**config.mk**
```make
export PLATFORM = sky130hd
export DESIGN_NAME = load_store_unit
export DESIGN_NICKNAME = d
export VERILOG_FILES = /design/src/rtl/lsu_pkg.sv /design/src/rtl/lsu_load_ext.sv /design/src/rtl/load_store_unit.sv
export SDC_FILE = /design/constraint.sdc
export NUM_CORES = 1
export LEC_CHECK = 0
export CORE_MARGIN = 2
export CORE_UTILIZATION = 35
export CTS_CLUSTER_DIAMETER = 200
export DETAILED_ROUTE_END_ITERATION = 8
export HOLD_SLACK_MARGIN = 0.1
export PLACE_DENSITY = 0.79
export SLEW_MARGIN = 10
export SYNTH_ARGS = -nofsm -noshare
export SYNTH_HDL_FRONTEND = slang
export SYNTH_SLANG_ARGS = --single-unit
export TNS_END_PERCENT = 5
```
**constraint.sdc**
```tcl
create_clock -name clk -period 2.67 [get_ports clk]
set_input_delay 0.534 -clock clk [delete_from_list [all_inputs] [get_ports clk]]
set_output_delay 0.534 -clock clk [all_outputs]
set_load 0.03 [all_outputs]
```
**src/rtl/lsu_pkg.sv**
```systemverilog
// lsu_pkg: shared encodings and decode helpers for the load/store unit.
package lsu_pkg;

    // RV32I funct3 encodings for loads and stores
    localparam logic [2:0] F3_LB  = 3'b000;
    localparam logic [2:0] F3_LH  = 3'b001;
    localparam logic [2:0] F3_LW  = 3'b010;
    localparam logic [2:0] F3_LBU = 3'b100;
    localparam logic [2:0] F3_LHU = 3'b101;
    localparam logic [2:0] F3_SB  = 3'b000;
    localparam logic [2:0] F3_SH  = 3'b001;
    localparam logic [2:0] F3_SW  = 3'b010;

    // wrap_mem access sizes
    localparam logic [1:0] SZ_BYTE = 2'b00;
    localparam logic [1:0] SZ_HALF = 2'b01;
    localparam logic [1:0] SZ_WORD = 2'b10;

    typedef enum logic [1:0] {IDLE, ACCESS, SPLIT, RESP} lsu_state_t;

    // Control fields latched with an accepted request
    typedef struct packed {
        logic       we;
        logic [2:0] funct3;
        logic [1:0] size;
    } lsu_ctl_t;

    // funct3[1:0] already encodes the access size for every legal op
    function automatic logic [1:0] f3_to_size(input logic [2:0] f3);
        return f3[1:0];
    endfunction

    function automatic logic is_aligned(input logic [1:0] size, input logic [1:0] a);
        case (size)
            SZ_BYTE: return 1'b1;
            SZ_HALF: return ~a[0];
            SZ_WORD: return (a == 2'b00);
            default: return 1'b0;
        endcase
    endfunction

    function automatic logic is_legal(input logic we, input logic [2:0] f3);
        if (we)
            return (f3 == F3_SB) || (f3 == F3_SH) || (f3 == F3_SW);
        return (f3 == F3_LB) || (f3 == F3_LH) || (f3 == F3_LW) ||
               (f3 == F3_LBU) || (f3 == F3_LHU);
    endfunction

endpackage

```
**src/rtl/lsu_load_ext.sv**
```systemverilog
// lsu_load_ext: sign/zero extension of right-justified load data by funct3.
module lsu_load_ext
    import lsu_pkg::*;
(
    input  logic [2:0]  funct3,
    input  logic [31:0] raw,
    output logic [31:0] result
);

    // Extend byte/half loads; word loads pass straight through
    always_comb begin
        result = raw;
        case (funct3)
            F3_LB:   result = {{24{raw[7]}}, raw[7:0]};
            F3_LH:   result = {{16{raw[15]}}, raw[15:0]};
            F3_LBU:  result = {24'h0, raw[7:0]};
            F3_LHU:  result = {16'h0, raw[15:0]};
            default: result = raw;
        endcase
    end

endmodule

```
**src/rtl/load_store_unit.sv**
```systemverilog
// load_store_unit: RV32I load/store sequencer in front of wrap_mem.
// Build macro LSU_MISALIGN_SPLIT_EN: when defined, misaligned legal accesses
// are performed as a run of byte accesses instead of being reported as faults.
module load_store_unit
    import lsu_pkg::*;
#(
    parameter int ADDR_W = 32,
    parameter int DATA_W = 32
) (
    input  logic              clk,
    input  logic              rst,
    input  logic              req_valid,
    output logic              req_ready,
    input  logic              req_we,
    input  logic [2:0]        req_funct3,
    input  logic [ADDR_W-1:0] req_addr,
    input  logic [DATA_W-1:0] req_wdata,
    output logic              rsp_valid,
    output logic [DATA_W-1:0] rsp_rdata,
    output logic              rsp_misaligned,
    output logic              rsp_illegal,
    output logic [ADDR_W-1:0] mem_addr,
    output logic [DATA_W-1:0] mem_wr_data,
    output logic              mem_wr_en,
    output logic [1:0]        mem_size,
    input  logic [DATA_W-1:0] mem_rd_data
);

    lsu_state_t        state_q, state_d;
    lsu_ctl_t          ctl_q;
    logic [ADDR_W-1:0] addr_q;
    logic [DATA_W-1:0] wdata_q;
    logic              req_legal, req_aligned;
    logic [DATA_W-1:0] ext_raw, ext_res;
`ifdef LSU_MISALIGN_SPLIT_EN
    logic [1:0]        cnt_q;
    logic [DATA_W-1:0] raw_q, raw_next;
    logic              split_last;
`endif

    assign req_legal   = is_legal(req_we, req_funct3);
    assign req_aligned = is_aligned(f3_to_size(req_funct3), req_addr[1:0]);
    assign rsp_valid   = (state_q == RESP);

`ifdef LSU_MISALIGN_SPLIT_EN
    assign split_last = (cnt_q == ((ctl_q.size == SZ_HALF) ? 2'd1 : 2'd3));

    // Splice the byte returned this cycle into the partially assembled load word
    always_comb begin
        raw_next = raw_q;
        raw_next[{cnt_q, 3'b000} +: 8] = mem_rd_data[7:0];
    end
`endif

    lsu_load_ext u_ext (
        .funct3 (ctl_q.funct3),
        .raw    (ext_raw),
        .result (ext_res)
    );

    // Next-state decode and memory port drive; writes are cut off by rst at once
    always_comb begin
        state_d     = state_q;
        req_ready   = 1'b0;
        mem_addr    = '0;
        mem_wr_data = '0;
        mem_wr_en   = 1'b0;
        mem_size    = SZ_BYTE;
        ext_raw     = mem_rd_data;
        case (state_q)
            IDLE: begin
                req_ready = 1'b1;
                if (req_valid) begin
                    if (!req_legal)
                        state_d = RESP;
                    else if (req_aligned)
                        state_d = ACCESS;
                    else
`ifdef LSU_MISALIGN_SPLIT_EN
                        state_d = SPLIT;
`else
                        state_d = RESP;
`endif
                end
            end
            ACCESS: begin
                mem_addr    = addr_q;
                mem_wr_data = wdata_q;
                mem_wr_en   = ctl_q.we & ~rst;
                mem_size    = ctl_q.size;
                state_d     = RESP;
            end
`ifdef LSU_MISALIGN_SPLIT_EN
            SPLIT: begin
                mem_addr    = addr_q + ADDR_W'(cnt_q);
                mem_wr_data = DATA_W'(wdata_q[{cnt_q, 3'b000} +: 8]);
                mem_wr_en   = ctl_q.we & ~rst;
                ext_raw     = raw_next;
                if (split_last)
                    state_d = RESP;
            end
`endif
            RESP:    state_d = IDLE;
            default: state_d = IDLE;
        endcase
    end

    // State register
    always_ff @(posedge clk) begin
        if (rst)
            state_q <= IDLE;
        else
            state_q <= state_d;
    end

    // Request capture, split bookkeeping and registered response fields
    always_ff @(posedge clk) begin
        if (rst) begin
            ctl_q          <= '0;
            addr_q         <= '0;
            wdata_q        <= '0;
            rsp_rdata      <= '0;
            rsp_misaligned <= 1'b0;
            rsp_illegal    <= 1'b0;
`ifdef LSU_MISALIGN_SPLIT_EN
            cnt_q          <= '0;
            raw_q          <= '0;
`endif
        end else begin
            if (state_q == IDLE && req_valid) begin
                ctl_q       <= '{we: req_we, funct3: req_funct3, size: f3_to_size(req_funct3)};
                addr_q      <= req_addr;
                wdata_q     <= req_wdata;
                rsp_rdata   <= '0;
                rsp_illegal <= ~req_legal;
`ifdef LSU_MISALIGN_SPLIT_EN
                rsp_misaligned <= 1'b0;
                cnt_q          <= '0;
                raw_q          <= '0;
`else
                rsp_misaligned <= req_legal & ~req_aligned;
`endif
            end
            if (state_q == ACCESS && !ctl_q.we)
                rsp_rdata <= ext_res;
`ifdef LSU_MISALIGN_SPLIT_EN
            if (state_q == SPLIT) begin
                cnt_q <= cnt_q + 2'd1;
                raw_q <= raw_next;
                if (split_last && !ctl_q.we)
                    rsp_rdata <= ext_res;
            end
`endif
        end
    end

endmodule

```
==> flow_metrics.env <==
export IMPL_outcome="finished, final reports clean"
export IMPL_grt_pass1_wl_mm=20.3
export IMPL_syn_num_nets=643
export IMPL_clk_latency_ps=340
export IMPL_drt_iter0_markers=214
export IMPL_dp_hpwl_mm=9.37
export IMPL_cts_tree="yes"
export IMPL_ios=206
export IMPL_n_antenna_cell=0
export IMPL_ys_ff_latch=104
export IMPL_critPathSlowestCell="clkdlybuf4s50_1"
export IMPL_cts_resized=0
export IMPL_worstMarginPinSlew_ps=618
export IMPL_fillers=1071
export IMPL_crit_family="buffers and inverters"
export IMPL_irDropWorstVdd_uv=251
export IMPL_postCtsSetupRepairBufs=0
export IMPL_drc=0
export IMPL_placed_area_um2=6470
export IMPL_totalWireLength_mm=13.0
export IMPL_core_um2=12000
export IMPL_critPathKind="reg2out"
export IMPL_fin_crit_ps=2520
export IMPL_required_ps=2140
export IMPL_syn_cell_area_um2=4310
export IMPL_fmax_ghz=0.397
export IMPL_fin_nets=826
export IMPL_vias_per_cell=4.92
export IMPL_die_area_um2=13200
export IMPL_place_congestion=0.774
export IMPL_max_stage_delay_ps=680
export IMPL_path_clk_slew_ps=70
export IMPL_synth_top_area_cell="dfxtp_1"
export IMPL_start_kind="flip-flop"
export IMPL_cp_cell_sequence="nor2b_4, buf_4, and2_1, clkdlybuf4s50_1"
export IMPL_firstDrtPassIters=4
export IMPL_setup_tns_final_ps=0
export IMPL_setup_violations=0
export IMPL_die_w_um=115
export IMPL_grt_overflow=0
export IMPL_synthTopCellsByArea="dfxtp_1, nand2_1, a21oi_1"
export IMPL_grt_pass1_vias=4242
export IMPL_layout_commonest_cell="clkdlybuf4s50_1"
export IMPL_fin_worst_skew_ps=6.17
export IMPL_syn_area_per_cell_um2=7.98
export IMPL_ant_nets=0
export IMPL_finalHoldViolCount=0
export IMPL_area_growth_pct=56.8
export IMPL_power_density_nw_per_um2=552
export IMPL_drive_gt1_share_pct=4.95
export IMPL_final_max_slew_viol_count=0
export IMPL_synth_top_area_share_pct=48.3
export IMPL_grt_start_max_net_pins=60
export IMPL_critPathArrivalTime_ps=1990
export IMPL_vias=4303
export IMPL_cts_buffers=9
export IMPL_ys_types=30
export IMPL_initial_core_util_pct=35.9
export IMPL_yosys_warnings=0
export IMPL_cap_violations=0
export IMPL_io_buffer_count=205
export IMPL_fin_area_um2=6750
export IMPL_worst_path_buf_inv=2
export IMPL_synthCells=540
export IMPL_end_kind="output pin"
export IMPL_finalCritPeriodShare_pct=94.4
export IMPL_leakagePower_nw=2.48
export IMPL_hold_buffers=0
export IMPL_critPathMaxFanout=32
export IMPL_clockBufferDepth=2
export IMPL_htree_levels=3
export IMPL_antenna_found_initial=0
export IMPL_layout_common_cells="clkdlybuf4s50_1, nand2_1, dfxtp_1, a21oi_1, and2_1"
export IMPL_clk_root_buffer_cell="clkbuf_16"
export IMPL_ys_seq_area_share_pct=48.3
export IMPL_placementRows=40
export IMPL_cts_sinks=104
export IMPL_relSlewSlack_pct=58.8
export IMPL_hold_path_class="reg2reg"
export IMPL_wl_per_cell_um=14.8
export IMPL_die_h_um=115
export IMPL_rsz0062_at_grt="false"
export IMPL_grt_usage_pct=19.4
state kept, by name, summed over array words and instances (netlist names):
register	flops
ctl_q	4
state_q	2
rsp_rdata	32
wdata_q	32
addr_q	32
rsp_illegal	1
rsp_misaligned	1
power by group:
part	total (mW)	internal [mW]	switching, mW
clock	1.27	0.724	0.545
combinational	0.751	0.351	0.400
sequential	1.71	1.65	0.0535
total	3.73	2.73	0.999
cells in the mapped netlist:
library cell and number:
nor3b_2 2, o21ai_0 1, clkbuf_1 33, nand2_1 145, nor3_2 1, or3b_2 1, nand2b_1 2, nor3_1 2
mux2_2 1, o21a_1 1, o21bai_1 7, and3b_1 1, and2_1 67, o2bb2ai_1 16, or3b_1 1, buf_1 1
buf_2 12, dfxtp_1 104, o31a_1 1, nor2b_1 18, o211ai_1 8, nor4b_1 2, or2_2 1, o41ai_1 1
or3_1 1, buf_6 1, a21oi_1 87, nor2_1 5, nand3b_1 1, nand3_1 16
routing by layer:
layer / vias to the layer above / track usage [%] / part of all wire (%)
li1: 2130 / - / -
met1: 1975 / 22.8 / 42
met2: 176 / 33.3 / 47
met3: 22 / 5.43 / 8.3
met4: 0 / 7.87 / 2.1
met5: - / 0 / 0
final timing paths:
path / start / to / slack [ps] / cells after the start
worst max-delay path: state_q[0] / mem_addr[21] / 150 / 4
worst min-delay path: addr_q[23] / addr_q[23] / 450 / 2
worst max register to register: ctl_q[2] / rsp_rdata[26] / 1060 / 4
worst min register to register: addr_q[23] / addr_q[23] / 450 / 2
final cells by class:
cell class | count | area (um2) | share of cell area [%]
clock buffer | 12 | 236 | 3.50
clock inverter | 4 | 45.0 | 0.667
multi-input combinational | 389 | 2040 | 30.2
sequential | 104 | 2080 | 30.8
tap | 147 | 184 | 2.72
timing repair buffer | 219 | 2160 | 32.0
tightest hold or removal path: cells and delay by family, from the launching register on:
family	cells	cell delay, ps
simple gates	1	50
compound gates	1	50
flops	1	310
stage by stage:
stage	setup WS, ps	hold slack [ps]	utilization (%)	total power, mW	std cells
after global placement	508	437	53.9	2.48	859
after CTS	114	452	56.2	3.78	875
after global routing	49.8	463	56.2	3.91	875
after detailed placement	500	442	53.9	2.50	859
after floorplan	748	432	-	2.13	540
final	148	451	56.2	3.73	875
cells by family (layout without fill, tap and decap cells):
group | Yosys count | after routing | synth area share (%)
and+or+nand+nor | 266 | 266 | 30.1
AOI/OAI and AO/OA | 122 | 122 | 16.7
DFF | 104 | 104 | 48.3
buffers and inverters | 47 | 235 | 4.62
muxes | 1 | 1 | 0.261
(Power assumes the default switching activity.)
